### config.mk
export PLATFORM = sky130hd
export DESIGN_NAME = cbm2_cycle_sched_flat
export DESIGN_NICKNAME = d
export VERILOG_FILES = /design/src/rtl/cbm2_cycle_sched_pkg.sv /design/src/rtl/cbm2_cycle_sched_if.sv /design/src/rtl/cbm2_cycle_sched_ext_arb.sv /design/src/rtl/cbm2_cycle_sched.sv /design/src/flat_wrapper.sv
export SDC_FILE = /design/constraint.sdc
export NUM_CORES = 1
export LEC_CHECK = 0
export ABC_AREA = 1
export CORE_MARGIN = 2
export CORE_UTILIZATION = 33
export CTS_BUF_LIST = sky130_fd_sc_hd__clkbuf_8 sky130_fd_sc_hd__clkbuf_16
export DETAILED_ROUTE_END_ITERATION = 10
export GPL_ROUTABILITY_DRIVEN = 0
export SLEW_MARGIN = 15
export SYNTH_ARGS = -nofsm -noshare
export SYNTH_HDL_FRONTEND = slang
export SYNTH_SLANG_ARGS = --single-unit
### constraint.sdc
create_clock -name clk_sys -period 2.7 [get_ports clk_sys]
set_input_delay 0.405 -clock clk_sys [delete_from_list [all_inputs] [get_ports clk_sys]]
set_output_delay 0.405 -clock clk_sys [all_outputs]
set_load 0.05 [all_outputs]
### src/rtl/cbm2_cycle_sched_pkg.sv
// Shared slot numbering, strobe slot positions and ext arbiter states
// for the CBM-II bus-slot scheduler.
package cbm2_sched_pkg;

  // Slot numbering within one frame; Professional frames end at VID3.
  typedef enum logic [4:0] {
    EXT0, EXT1, EXT2, EXT3,
    CPU0, CPU1, CPU2, CPU3, CPU4, CPU5, CPU6, CPU7,
    VID0, VID1, VID2, VID3, VID4, VID5
  } sys_slot_t;

  localparam logic [4:0] SLOT_IO_N = 5'd6;
  localparam logic [4:0] SLOT_CPU  = 5'd7;
  localparam logic [4:0] SLOT_IO_P = 5'd8;
  localparam logic [4:0] SLOT_CRTC = 5'd11;
  localparam logic [4:0] SLOT_VIC  = 5'd15;

  typedef enum logic {EXT_IDLE, EXT_BUSY} ext_state_t;

endpackage

### src/rtl/cbm2_cycle_sched_if.sv
// External requester handshake: level request, one-clock completion ack.
interface cbm2_cycle_sched_if;
  logic ext_req;
  logic ext_ack;

  modport master (output ext_req, input ext_ack);
  modport slave  (input ext_req, output ext_ack);
endinterface

### src/rtl/cbm2_cycle_sched_ext_arb.sv
// Ext window arbiter: grabs the EXT0..EXT3 window when a request is
// pending at an open slot 0, and acks on the fourth clock of the window.
module cbm2_ext_arb
  import cbm2_sched_pkg::*;
(
  input  logic clk_sys,
  input  logic reset,
  input  logic ext_req,
  input  logic io_win,   // io_cycle qualified with slot 0
  output logic ext_ack
);

  ext_state_t state;
  logic [1:0] tmr;

  // Window FSM; ack is registered so it is high exactly while tmr==3.
  always_ff @(posedge clk_sys or posedge reset) begin
    if (reset) begin
      state   <= EXT_IDLE;
      tmr     <= 2'd0;
      ext_ack <= 1'b0;
    end else begin
      case (state)
        EXT_IDLE: begin
          ext_ack <= 1'b0;
          if (ext_req && io_win) begin
            state <= EXT_BUSY;
            tmr   <= 2'd0;
          end
        end
        EXT_BUSY: begin
          tmr     <= tmr + 2'd1;
          ext_ack <= (tmr == 2'd2);
          if (tmr == 2'd3) state <= EXT_IDLE;
        end
        default: begin
          state   <= EXT_IDLE;
          ext_ack <= 1'b0;
        end
      endcase
    end
  end

endmodule

### src/rtl/cbm2_cycle_sched.sv
// CBM-II bus-slot scheduler: frame counter, phi phase, refresh/pause
// gating and the per-slot enables for CPU, I/O, video and pixels.
module cbm2_cycle_sched
  import cbm2_sched_pkg::*;
#(
  parameter int SLOTS_B  = 18,
  parameter int SLOTS_P  = 16,
  parameter int RFSH_DIV = 8
)(
  input  logic                      clk_sys,
  input  logic                      reset,
  input  logic                      model,
  input  logic                      turbo,
  input  logic                      slow_cs,
  input  logic                      copro_en,
  input  logic                      pause,
  cbm2_cycle_sched_if.slave         ext,
  output logic [4:0]                slot,
  output logic                      phase,
  output logic                      cpu_cycle,
  output logic                      vid_cycle,
  output logic                      io_cycle,
  output logic                      en_cpu,
  output logic                      en_io_n,
  output logic                      en_io_p,
  output logic                      en_vic,
  output logic                      en_crtc,
  output logic                      en_pixel,
  output logic                      refresh,
  output logic                      paused
);

  localparam int RW = (RFSH_DIV > 1) ? $clog2(RFSH_DIV) : 1;

  logic [4:0]    cnt;
  logic [4:0]    end_slot;
  logic [RW-1:0] rfsh_cnt;
  logic          sys_en;
  logic [1:0]    pixdiv;
  logic          wrap, over, fast, ph_ok;

  assign end_slot = model ? 5'(SLOTS_B - 1) : 5'(SLOTS_P - 1);
  assign wrap     = (cnt == end_slot);
  // Only reachable for one clock after a Business->Professional switch.
  assign over     = (cnt > end_slot);

  // Frame counter; phase, refresh divider and pause sample move on real wraps only.
  always_ff @(posedge clk_sys or posedge reset) begin
    if (reset) begin
      cnt      <= 5'd0;
      phase    <= 1'b0;
      rfsh_cnt <= '0;
      sys_en   <= 1'b0;
    end else if (over) begin
      cnt <= 5'd0;
    end else if (wrap) begin
      cnt      <= 5'd0;
      phase    <= ~phase;
      rfsh_cnt <= rfsh_cnt + 1'b1;
      if (rfsh_cnt == '0) sys_en <= ~pause;
    end else begin
      cnt <= cnt + 5'd1;
    end
  end

  // Pixel divider, realigned to the frame and held while frozen.
  always_ff @(posedge clk_sys or posedge reset) begin
    if (reset)                            pixdiv <= 2'd0;
    else if (!sys_en || slot == end_slot) pixdiv <= 2'd0;
    else                                  pixdiv <= pixdiv + 2'd1;
  end

  assign refresh  = wrap && (rfsh_cnt == '0);
  assign slot     = sys_en ? cnt : 5'd0;
  assign paused   = ~sys_en;
  assign en_pixel = (pixdiv == 2'd3);

  // In 1 MHz mode the CPU only owns its slots in phase 1.
  assign fast  = model | (turbo & ~slow_cs);
  assign ph_ok = phase | fast;

  assign en_io_n = (slot == SLOT_IO_N) && ph_ok;
  assign en_cpu  = (slot == SLOT_CPU)  && ph_ok;
  assign en_io_p = (slot == SLOT_IO_P) && ph_ok;
  assign en_crtc = (slot == SLOT_CRTC);
  assign en_vic  = (slot == SLOT_VIC);

  assign cpu_cycle = ((slot >= 5'(CPU0)) && (slot <= 5'(CPU3)) && ph_ok) ||
                     ((slot >= 5'(CPU4)) && (slot <= 5'(CPU7)) && copro_en) ||
                     ((slot <= 5'(EXT3)) && copro_en && !phase);
  assign vid_cycle = (slot >= 5'(VID0));
  // EXT slots are lost to the copro in phase 0 and to refresh in divider slot 1.
  assign io_cycle  = (slot <= 5'(EXT3)) && (rfsh_cnt != RW'(1)) &&
                     (phase || !copro_en);

  cbm2_ext_arb u_ext_arb (
    .clk_sys (clk_sys),
    .reset   (reset),
    .ext_req (ext.ext_req),
    .io_win  (io_cycle && (slot == 5'(EXT0))),
    .ext_ack (ext.ext_ack)
  );

endmodule

### src/flat_wrapper.sv
// flat-port wrapper written by rule: the top's interface ports become plain ports
module cbm2_cycle_sched_flat import cbm2_sched_pkg::*;
#(
  parameter int SLOTS_B  = 18,
  parameter int SLOTS_P  = 16,
  parameter int RFSH_DIV = 8
)
  (clk_sys, reset, model, turbo, slow_cs, copro_en, pause, slot, phase, cpu_cycle, vid_cycle, io_cycle, en_cpu, en_io_n, en_io_p, en_vic, en_crtc, en_pixel, refresh, paused, ext_ext_req, ext_ext_ack);
  cbm2_cycle_sched_if ext_i ();
  input  logic clk_sys;
  input  logic reset;
  input  logic model;
  input  logic turbo;
  input  logic slow_cs;
  input  logic copro_en;
  input  logic pause;
  output logic [4:0] slot;
  output logic phase;
  output logic cpu_cycle;
  output logic vid_cycle;
  output logic io_cycle;
  output logic en_cpu;
  output logic en_io_n;
  output logic en_io_p;
  output logic en_vic;
  output logic en_crtc;
  output logic en_pixel;
  output logic refresh;
  output logic paused;
  input wire logic [$bits(ext_i.ext_req)-1:0] ext_ext_req;
  output wire logic [$bits(ext_i.ext_ack)-1:0] ext_ext_ack;
  assign ext_i.ext_req = ext_ext_req;
  assign ext_ext_ack = ext_i.ext_ack;
  cbm2_cycle_sched #(.SLOTS_B(SLOTS_B), .SLOTS_P(SLOTS_P), .RFSH_DIV(RFSH_DIV)) u_core (.clk_sys(clk_sys), .reset(reset), .model(model), .turbo(turbo), .slow_cs(slow_cs), .copro_en(copro_en), .pause(pause), .ext(ext_i), .slot(slot), .phase(phase), .cpu_cycle(cpu_cycle), .vid_cycle(vid_cycle), .io_cycle(io_cycle), .en_cpu(en_cpu), .en_io_n(en_io_n), .en_io_p(en_io_p), .en_vic(en_vic), .en_crtc(en_crtc), .en_pixel(en_pixel), .refresh(refresh), .paused(paused));
endmodule
Yosys cells after proc, flatten, opt, wreduce, memory -nomap -nowiden:

Index checks and enable logic that the tools add are counted.

* memories kept: 0
* output and inout bits: 18
* register bits: 16
* bits in read-only memories: 0
* memory bits (writable): 0
* latch bits: 0

* shift operators: 0
* reduce and logical (&&, ||, !) cells: 25
* $add $sub $neg: 4
* multiplexer cells: 11
* div/mod/pow operators: 0
* $lt $le $gt $ge: 7
* bitwise gates (word level): 9
* equal/unequal tests: 12
* $mul: 0

Operators by type and width (number)
* $mux 5: 4
* $eq 5x4->1 const B: 3
* $logic_and 1x1->1: 14
* $eq 5x3->1 const B: 2
* $eq 5x5->1: 2
* $ge 5x4->1 const B: 2
* $eq 2x2->1 const B: 3
* $not 1->1: 6
* $add 5x1->5 const B: 1
* $ge 5x3->1 const B: 1
* $gt 5x5->1: 1
* $le 5x2->1 const B: 1
* $le 5x3->1 const B: 1
* $le 5x4->1 const B: 1
* $logic_not 5->1: 1
* $add 2x1->2 const B: 2
* $logic_or 1x1->1: 4
* $mux 2: 2
* $pmux 1 s2: 2
* $pmux 2 s2: 1
* $add 3x1->3 const B: 1
* $logic_not 1->1: 3
* $logic_not 3->1: 1
* $ne 3x1->1 const B: 1
* 6 further kinds: 8

Logic depth before layout (Yosys ltp):

Gate-level depths: netlist of run 1.

* word-level depth: 8
* depth in mapped cells: 8
* depth with buffers taken out: 8

By module:

Synthesis of run 1 repeated with hierarchy kept, for this count alone.

* cells, all modules: 138
* area, all modules: 1071.0 µm²

By module, submodules not included
* cbm2_cycle_sched: instances 1, seq. area each 300.3 µm², cells each 116, area an instance 882.1 µm²
* cbm2_ext_arb: instances 1, seq. area each 100.1 µm², cells each 22, area an instance 188.9 µm²

Worst setup path after synthesis of run 1:

OpenSTA, ideal clock, no wires.

* path type: register to output
* start: register u_core.sys_en
* end: output en_io_p
* required time: 2.295 ns
* stages on the path, launching flop included: 6
* buffers on the path: 1
* path slack: 0.091 ns
* data arrival time: 2.204 ns
* path through: dfrtp_1 > buf_4 > nand2_1 > inv_1 > nand3_1 > nor3b_1

* cells in the longest elaborated chain, start to end: 3

Ends and longest elaborated chain
* from (decl): RTL line cbm2_cycle_sched.sv:38 `logic sys_en;`
* from (signal assigned): RTL line cbm2_cycle_sched.sv:60 `if (rfsh_cnt == '0) sys_en <= ~pause;`
* $mux 5: RTL line cbm2_cycle_sched.sv:74 `assign slot = sys_en ? cnt : 5'd0;`
* named net slot[3]: RTL line flat_wrapper.sv:17 `output logic [4:0] slot;`
* $eq 5x4->1: RTL line cbm2_cycle_sched.sv:84 `assign en_io_p = (slot == SLOT_IO_P) && ph_ok;`
* $logic_and 1x1->1: RTL line cbm2_cycle_sched.sv:84
* to (decl): RTL line flat_wrapper.sv:24 `output logic en_io_p;`

The timed path passes the listed nets, and every way through them passes these cells.

Worst setup path after layout of run 1:

* start: input model
* end: output refresh

* cells in the longest elaborated chain, start to end: 3

Ends and longest elaborated chain
* from (decl): RTL line flat_wrapper.sv:12 `input logic model;`
* $mux 5: RTL line cbm2_cycle_sched.sv:42 `assign end_slot = model ? 5'(SLOTS_B - 1) : 5'(SLOTS_P - 1);`
* $eq 5x5->1: RTL line cbm2_cycle_sched.sv:43 `assign wrap = (cnt == end_slot);`
* $logic_and 1x1->1: RTL line cbm2_cycle_sched.sv:73 `assign refresh = wrap && (rfsh_cnt == '0);`
* to (decl): RTL line flat_wrapper.sv:28 `output logic refresh;`

No other way between the ends.

==> results.sh, run 1 <==
export IMPL_max_freq_ghz=0.407
export IMPL_min_period_over_period_pct=91.0
export IMPL_final_area_um2=1460
export IMPL_clockBufferDepth=2
export IMPL_die_x_um=60.7
export IMPL_hpwl_mm=1.91
export IMPL_worstSetupStartpointType="input port"
export IMPL_cts_made_buffers=3
export IMPL_synth_area_per_cell_um2=7.93
export IMPL_nets=183
export IMPL_dr_pass1_iters=4
export IMPL_seqCellArea_um2=400
export IMPL_synthCells=134
export IMPL_synth_distinct_cells=22
export IMPL_synth_fp_nets=153
export IMPL_period_minus_slack_ps=2460
export IMPL_grt_pass1_wl_mm=4.05
export IMPL_status="finished clean"
export IMPL_multi_input_area_um2=568
export IMPL_syn_cell_area_um2=1060
export IMPL_cts_tree="done"
export IMPL_drtAntennaViolNets=0
export IMPL_leakagePower_nw=0.759
export IMPL_route_detailed_drc=0
export IMPL_core_um2=3050
export IMPL_antenna_found_initial=0
export IMPL_finalSetupViolCount=0
export IMPL_ir_drop_v=0.000331
export IMPL_max_slew_margin_pct=60.9
export IMPL_vias=964
export IMPL_ys_ff_latch=16
export IMPL_hold_path_class="register to register"
export IMPL_port_buffers=25
export IMPL_post_route_util_pct=47.7
export IMPL_worst_setup_hold_path_clk_slew_ps=60
export IMPL_ios=26
export IMPL_grt_ovfl_total=0
export IMPL_vias_per_cell=4.68
export IMPL_postCtsHoldBufs=0
export IMPL_die_h_um=60.7
export IMPL_grt_max_degree=17
export IMPL_routedWlPerCell_um=11.4
export IMPL_fillCellCount=316
export IMPL_final_cell_mix="nand2_1 (31), inv_1 (22), clkdlybuf4s50_1 (19)"
export IMPL_post_cts_resized=0
export IMPL_root_buffer="clkbuf_8"
export IMPL_die_area_um2=3690
export IMPL_yosysWarnings=0
export IMPL_postCtsSetupBuffers=0
export IMPL_drive_gt1_share_pct=11.1
export IMPL_clkLatencyLatePin_ps=240
export IMPL_dpl_cell_area_um2=1420
export IMPL_worstSetupEndpointType="output port"
export IMPL_tns_ps=0
export IMPL_power_density_nw_per_um2=868
export IMPL_clock_skew_ps=2.91
export IMPL_critPathRequiredTime_ps=2300
export IMPL_grt_pass1_vias=922
export IMPL_final_common_cell="nand2_1"
export IMPL_cts_sinks=16
export IMPL_initial_core_util_pct=34.8
export IMPL_rsz0062_at_grt="false"
export IMPL_num_rows=20
export IMPL_crit_fanout=8
export IMPL_drt_iter0_drc=17
export IMPL_critical_path_class="input port to output port"
export IMPL_areaGrowthSynthToFinish_pct=37.1
export IMPL_arrival_ps=2050
export IMPL_hold_violations=0
export IMPL_htree_num_levels=1
export IMPL_routed_wl_mm=2.35
export IMPL_drv_cap=0
export IMPL_slew_viol_final=0
export IMPL_synth_seq_area_share_pct=37.7
export IMPL_track_usage_pct=14.9
export IMPL_tightest_slew_ps=586
export IMPL_diodes=0
## cell type report
class	instances	area share [%]
Sequential cell	16	27.5
Timing Repair Buffer	26	21.0
Multi-Input combinational cell	94	39.0
Clock buffer	3	2.84
Tap cell	44	3.78
Inverter	23	5.93
## worst paths after layout
path,cells past startpoint,slack [ps],start,endpoint
worst max-delay path,8,240,model,refresh
worst min-delay path,1,430,u_core.pixdiv[0],u_core.pixdiv[0]
worst max register to register,4,1160,u_core.cnt[2],u_core.cnt[0]
worst min register to register,1,430,u_core.pixdiv[0],u_core.pixdiv[0]
max in group asynchronous,2,1800,reset,u_core.cnt[4]
min in group asynchronous,2,520,reset,u_core.u_ext_arb.tmr[1]
## where the power goes
group / leakage [nW] / internal, mW / total, mW / switching [mW]
clock network: 0.0216 / 0.0987 / 0.173 / 0.0747
logic: 0.537 / 0.242 / 0.630 / 0.388
registers: 0.200 / 0.336 / 0.461 / 0.125
## routing by layer
layer,global-route usage [%],vias up,routed length (um)
met5,0,-,0
met4,7.45,0,44
met3,3.20,5,88
met2,24.6,24,1100
met1,18.3,448,1120
li1,-,487,-
## worst max-delay path, stage by stage
cell and delay [ps]:
clkdlybuf4s50_1 550, inv_1 100, ha_1 300, nand2_1 140, nor2_8 220, nand3_4 90, inv_1 100, buf_12 140
## per-stage QoR
stage / setup WS, ps / total power [mW] / std cells / hold WS (ps)
after floorplan: 91.0 / 0.893 / 134 / 319
after global placement: 276 / 1.07 / 203 / 422
after detailed placement: 233 / 1.10 / 203 / 425
after CTS: 214 / 1.28 / 206 / 433
after global routing: 144 / 1.37 / 206 / 477
final: 243 / 1.26 / 206 / 427
## kinds of logic (layout without fill, tap and decap cells)
kind of cell	Yosys count	after routing	share of synthesized area (%)
compound gates	13	13	6.95
flops	16	16	37.7
simple gates	67	67	31.1
fa+ha+maj	11	11	13.0
xor+xnor	3	3	2.47
buf+inv	24	52	8.83
## Yosys cell counts
master / number / share of area [%]
nand2_2: 1 / 0.59
dfrtp_1: 16 / 38
a31o_2: 1 / 0.82
o21ai_1: 3 / 1.4
ha_1: 11 / 13
nor2_1: 15 / 5.3
or2_2: 2 / 1.2
o211ai_1: 2 / 1.4
a21oi_1: 4 / 1.9
nand3_1: 7 / 3.3
nor3_1: 3 / 1.4
inv_2: 1 / 0.35
xor2_1: 3 / 2.5
nand2_1: 31 / 11
nor3b_1: 1 / 0.71
nor2_8: 1 / 1.9
buf_4: 1 / 0.71
o21ai_0: 3 / 1.4
nand3b_1: 1 / 0.71
nand3_4: 2 / 3.3
nand4_1: 3 / 1.8
inv_1: 22 / 7.8
## sequential cells by signal, summed over array words and instances, names as in the netlist
register	count
u_core.cnt	5
u_core.phase	1
u_core.pixdiv	2
u_core.rfsh_cnt	3
u_core.sys_en	1
u_core.u_ext_arb.ext_ack	1
u_core.u_ext_arb.state	1
u_core.u_ext_arb.tmr	2
Note: power is estimated with default switching activity, not from simulation.
==> run 2, diff against run 1 <==
--- a/config.mk
+++ b/config.mk
@@ -7,10 +7,12 @@
 export LEC_CHECK = 0
 export ABC_AREA = 1
 export CORE_MARGIN = 2
-export CORE_UTILIZATION = 33
+export CORE_UTILIZATION = 52
 export CTS_BUF_LIST = sky130_fd_sc_hd__clkbuf_8 sky130_fd_sc_hd__clkbuf_16
 export DETAILED_ROUTE_END_ITERATION = 10
 export GPL_ROUTABILITY_DRIVEN = 0
+export PLACE_DENSITY = 0.83
+export RECOVER_POWER = 50
 export SLEW_MARGIN = 15
 export SYNTH_ARGS = -nofsm -noshare
 export SYNTH_HDL_FRONTEND = slang
==> run 2 against run 1 <==
First-iteration DRC count rose by 12%; register-to-register slack hardly changed; die area down 34%; cell area down 0.86%; non-clock buffer count is 1 lower; largest power group unchanged.
==> results.sh, run 2 (synthesis results as in run 1) <==
export IMPL_vias=988
export IMPL_tightest_slew_ps=631
export IMPL_vias_per_cell=5.23
export IMPL_max_slew_margin_pct=57.9
export IMPL_drt_iter0_drc=19
export IMPL_power_density_nw_per_um2=901
export IMPL_num_rows=16
export IMPL_period_minus_slack_ps=2540
export IMPL_worstSetupStartpointType="input port"
export IMPL_final_common_cell="nand2_1"
export IMPL_root_buffer="clkbuf_8"
export IMPL_track_usage_pct=21.9
export IMPL_areaGrowthSynthToFinish_pct=35.9
export IMPL_antenna_found_initial=0
export IMPL_drtAntennaViolNets=0
export IMPL_largest_register_ffs=5
export IMPL_hpwl_mm=1.84
export IMPL_ios=26
export IMPL_critical_path_class="input port to output port"
export IMPL_routed_wl_mm=2.32
export IMPL_hold_violations=0
export IMPL_comb_power_share_pct=47.9
export IMPL_hold_path_class="register to register"
export IMPL_regMostFlops="u_core.cnt"
export IMPL_p_seq_share_pct=35.4
export IMPL_drive_gt1_share_pct=10.5
export IMPL_core_um2=1940
export IMPL_status="finished clean"
export IMPL_drv_cap=0
export IMPL_grt_pass1_wl_mm=4.07
export IMPL_tns_ps=0
export IMPL_grt_ovfl_total=0
export IMPL_clkPwrFrac_pct=16.8
export IMPL_die_h_um=49.2
export IMPL_final_cell_mix="nand2_1 (31), inv_1 (22), clkdlybuf4s50_1 (17)"
export IMPL_slew_viol_final=0
export IMPL_critPathRequiredTime_ps=2300
export IMPL_diodes=0
export IMPL_r2r_start="u_core.cnt[3]"
export IMPL_clockBufferDepth=2
export IMPL_htree_num_levels=1
export IMPL_postCtsSetupBuffers=0
export IMPL_die_x_um=49.2
export IMPL_critPathLaunch="model"
export IMPL_postCtsHoldBufs=0
export IMPL_intPower_mw=0.705
export IMPL_finalSetupViolCount=0
export IMPL_reg_largest_list="u_core.cnt (5), u_core.rfsh_cnt (3)"
export IMPL_max_freq_ghz=0.393
export IMPL_route_detailed_drc=0
export IMPL_crit_fanout=8
export IMPL_worstSetupEndpointType="output port"
export IMPL_p_sw_share_pct=45.8
export IMPL_initial_core_util_pct=54.7
export IMPL_routedWlPerCell_um=12.3
export IMPL_grt_max_degree=17
export IMPL_worst_setup_hold_path_clk_slew_ps=70
export IMPL_cts_made_buffers=3
export IMPL_port_buffers=25
export IMPL_clock_skew_ps=4.05
export IMPL_cts_sinks=16
export IMPL_hold_path_startpoint="u_core.pixdiv[0]"
export IMPL_post_cts_resized=0
export IMPL_dpl_cell_area_um2=1390
export IMPL_cts_tree="done"
export IMPL_rsz0062_at_grt="false"
export IMPL_min_period_over_period_pct=94.2
export IMPL_p_switching_mw=0.596
export IMPL_nets=182
export IMPL_clkLatencyLatePin_ps=260
export IMPL_leakagePower_nw=0.764
export IMPL_grt_pass1_vias=936
export IMPL_die_area_um2=2420
export IMPL_dr_pass1_iters=4
export IMPL_arrival_ps=2140
export IMPL_final_area_um2=1440
export IMPL_ir_drop_v=0.000572
-- run 2: cell count changes in the layout (fill, tap and decap cells not counted) --
cell	previous run	this run
dlygate4sd3_1	0	3
buf_4	2	0
clkdlybuf4s50_1	19	17
clkbuf_8	3	4
-- run 2: final timing paths --
path / to / slack (ps) / cells past startpoint
min in group asynchronous: u_core.pixdiv[0] / 660 / 2
worst max register to register: u_core.cnt[0] / 1160 / 4
worst min-delay path: u_core.pixdiv[0] / 440 / 1
worst min register to register: u_core.pixdiv[0] / 440 / 1
worst max-delay path: refresh / 160 / 8
max in group asynchronous: u_core.u_ext_arb.ext_ack / 1630 / 2
-- run 2: metrics by stage --
stage	utilization (%)	setup slack [ps]	total power, mW	hold WS (ps)	cells
floorplan	-	91.0	0.893	319	134
global placement	71.5	286	1.05	418	185
detailed placement	71.5	244	1.09	437	185
CTS	74.4	200	1.31	445	189
global route	74.4	35.3	1.41	498	189
finish	74.4	156	1.30	438	189
-- run 2: worst max-delay path, stage by stage --
cell	delay, ps
dlygate4sd3_1	620
inv_1	100
ha_1	310
nand2_1	150
nor2_8	220
nand3_4	90
inv_1	100
buf_12	140
-- run 2: cell type report --
| class | instances | area, um^2 |
|---|---|---|
| multi-input combinational | 94 | 568 |
| clock buffer | 4 | 55.1 |
| fill | 138 | 498 |
| inverter | 23 | 86.3 |
| sequential | 16 | 400 |
| timing repair buffer | 25 | 300 |
| tap | 27 | 33.8 |
-- run 2: metal layers --
metal	share of wire, %	GRT usage, %	routed length [um]
met5	0	0	0
met4	1.6	7.14	36
met3	4.8	5.52	112
met2	53	39.4	1220
met1	41	25.1	948
-- run 2: power groups by stage --
| stage | logic (mW) | registers, mW | clock network, mW |
|---|---|---|---|
| after global placement | 0.596 | 0.453 | 0 |
| after CTS | 0.632 | 0.457 | 0.217 |
| after floorplan | 0.424 | 0.469 | 0 |
| after detailed placement | 0.625 | 0.462 | 0 |
| final | 0.622 | 0.460 | 0.218 |
| after global routing | 0.701 | 0.472 | 0.234 |
==> run 3, diff against run 2 <==
--- a/config.mk
+++ b/config.mk
@@ -7,11 +7,12 @@
 export LEC_CHECK = 0
 export ABC_AREA = 1
 export CORE_MARGIN = 2
-export CORE_UTILIZATION = 52
+export CORE_UTILIZATION = 61
 export CTS_BUF_LIST = sky130_fd_sc_hd__clkbuf_8 sky130_fd_sc_hd__clkbuf_16
 export DETAILED_ROUTE_END_ITERATION = 10
+export DONT_BUFFER_PORTS = 1
 export GPL_ROUTABILITY_DRIVEN = 0
-export PLACE_DENSITY = 0.83
+export PLACE_DENSITY = 0.77
 export RECOVER_POWER = 50
 export SLEW_MARGIN = 15
 export SYNTH_ARGS = -nofsm -noshare
==> constraint.sdc (replaced) <==
create_clock -name clk_sys -period 2.9 [get_ports clk_sys]
set_input_delay 0.435 -clock clk_sys [delete_from_list [all_inputs] [get_ports clk_sys]]
set_output_delay 0.435 -clock clk_sys [all_outputs]
set_load 0.05 [all_outputs]
==> run 3 against run 2 <==
Sequential share of layout area up 6.9 points; hold slack worse by 300 ps; cell count down 15%; core utilization down 5.9 points; power down 16%; combinational power down 31%.
==> results.sh, run 3 (synthesis results as in run 1) <==
export IMPL_core_um2=1690
export IMPL_power_density_nw_per_um2=944
export IMPL_p_switching_mw=0.509
export IMPL_grt_pass1_vias=785
export IMPL_holdWs_ps=136
export IMPL_tightest_slew_ps=1040
export IMPL_dp_cells=156
export IMPL_diodes=0
export IMPL_worstSetupEndpointType="output port"
export IMPL_postCtsSetupBuffers=0
export IMPL_dr_pass1_iters=4
export IMPL_critical_path_class="register to output port"
export IMPL_leakagePower_nw=0.677
export IMPL_nets=163
export IMPL_antenna_found_initial=0
export IMPL_track_usage_pct=21.0
export IMPL_hpwl_mm=1.59
export IMPL_p_seq_share_pct=42.9
export IMPL_clkPwrFrac_pct=18.0
export IMPL_die_x_um=45.7
export IMPL_grt_max_degree=17
export IMPL_hold_path_class="input port to asynchronous set/reset pin"
export IMPL_crit_fanout=10
export IMPL_rr_worst_depth=6
export IMPL_areaGrowthSynthToFinish_pct=8.83
export IMPL_p_total_mw=1.09
export IMPL_num_rows=15
export IMPL_layoutNonFillerInstCount=160
export IMPL_clkLatencyLatePin_ps=250
export IMPL_port_buffers=0
export IMPL_reg_largest_list="u_core.cnt (5), u_core.rfsh_cnt (3)"
export IMPL_rsz0062_at_grt="false"
export IMPL_final_common_cell="nand2_1"
export IMPL_fillCellCount=150
export IMPL_tns_ps=0
export IMPL_critPathRequiredTime_ps=2470
export IMPL_intPower_mw=0.582
export IMPL_drive_gt1_share_pct=11.9
export IMPL_cts_sinks=16
export IMPL_ios=26
export IMPL_route_detailed_drc=0
export IMPL_largest_register_ffs=5
export IMPL_finalSetupViolCount=0
export IMPL_die_h_um=45.7
export IMPL_period_minus_slack_ps=2410
export IMPL_final_cell_mix="nand2_1 (31), inv_1 (22), dfrtp_1 (16)"
export IMPL_comb_power_share_pct=39.1
export IMPL_cts_tree="done"
export IMPL_clock_skew_ps=1.02
export IMPL_initial_core_util_pct=62.9
export IMPL_root_buffer="clkbuf_8"
export IMPL_max_freq_ghz=0.416
export IMPL_hold_violations=0
export IMPL_status="finished clean"
export IMPL_grt_pass1_wl_mm=3.13
export IMPL_htree_num_levels=1
export IMPL_regMostFlops="u_core.cnt"
export IMPL_post_cts_resized=0
export IMPL_drtAntennaViolNets=0
export IMPL_p_sw_share_pct=46.6
export IMPL_die_area_um2=2090
export IMPL_min_period_over_period_pct=83.0
export IMPL_vias_per_cell=5.54
export IMPL_routedWlPerCell_um=12.5
export IMPL_drt_iter0_drc=14
export IMPL_slew_viol_final=0
export IMPL_vias=887
export IMPL_post_route_util_pct=68.4
export IMPL_max_slew_margin_pct=30.2
export IMPL_grt_ovfl_total=0
export IMPL_arrival_ps=1970
export IMPL_worst_setup_hold_path_clk_slew_ps=60
export IMPL_drv_cap=0
export IMPL_postCtsHoldBufs=0
export IMPL_routed_wl_mm=2.00
export IMPL_clockBufferDepth=2
export IMPL_cts_made_buffers=3
export IMPL_worstSetupStartpointType="register"
export IMPL_ir_drop_v=0.000526
==> run 3: cell count changes in the layout (fill, tap and decap cells not counted), sizes merged <==
cell	before	now
dlygate4sd3	3	0
buf	5	6
clkdlybuf4s50	17	0
==> run 3: layout make-up <==
| class | count | area [um^2] | area share, % |
|---|---|---|---|
| tap | 17 | 21.3 | 1.84 |
| clock buffer | 4 | 55.1 | 4.76 |
| timing repair buffer | 6 | 45.0 | 3.90 |
| sequential | 16 | 400 | 34.6 |
| inverter | 23 | 86.3 | 7.47 |
| multi-input combinational | 94 | 548 | 47.4 |
==> run 3: through the flow <==
stage | area [um^2] | setup WS, ps
after floorplan | 1060 | 261
after global placement | 1130 | 811
after detailed placement | 1130 | 769
after CTS | 1180 | 495
after global routing | 1160 | 372
final | 1160 | 494
==> run 3: routing by layer <==
layer	vias to the layer above	global-route usage [%]	share of wire [%]
met5	-	0	0
li1	445	-	-
met4	0	8.00	1.7
met3	6	7.14	7.5
met1	401	24.4	43
met2	35	35.5	48
==> run 3: worst paths after layout <==
path / end / startpoint / slack (ps)
worst max-delay path: cpu_cycle / u_core.sys_en / 490
worst min-delay path: u_core.rfsh_cnt[2] / reset / 140
worst max register to register: u_core.sys_en / u_core.cnt[2] / 1330
worst min register to register: u_core.pixdiv[0] / u_core.pixdiv[0] / 430
max in group asynchronous: u_core.cnt[3] / reset / 2380
min in group clk_sys: u_core.sys_en / pause / 270
==> run 3: critical path, stage by stage, from the launching register on <==
cell and delay, ps:
dfrtp_1 510, nand2_1 160, inv_1 400, nand4_1 140, o211ai_1 510
==> run 3: power groups by stage <==
stage	logic (mW)	clock network (mW)	registers, mW
detailed placement	0.456	0	0.473
finish	0.427	0.197	0.468
CTS	0.458	0.200	0.468
global route	0.491	0.212	0.477
floorplan	0.395	0	0.437
global placement	0.441	0	0.465
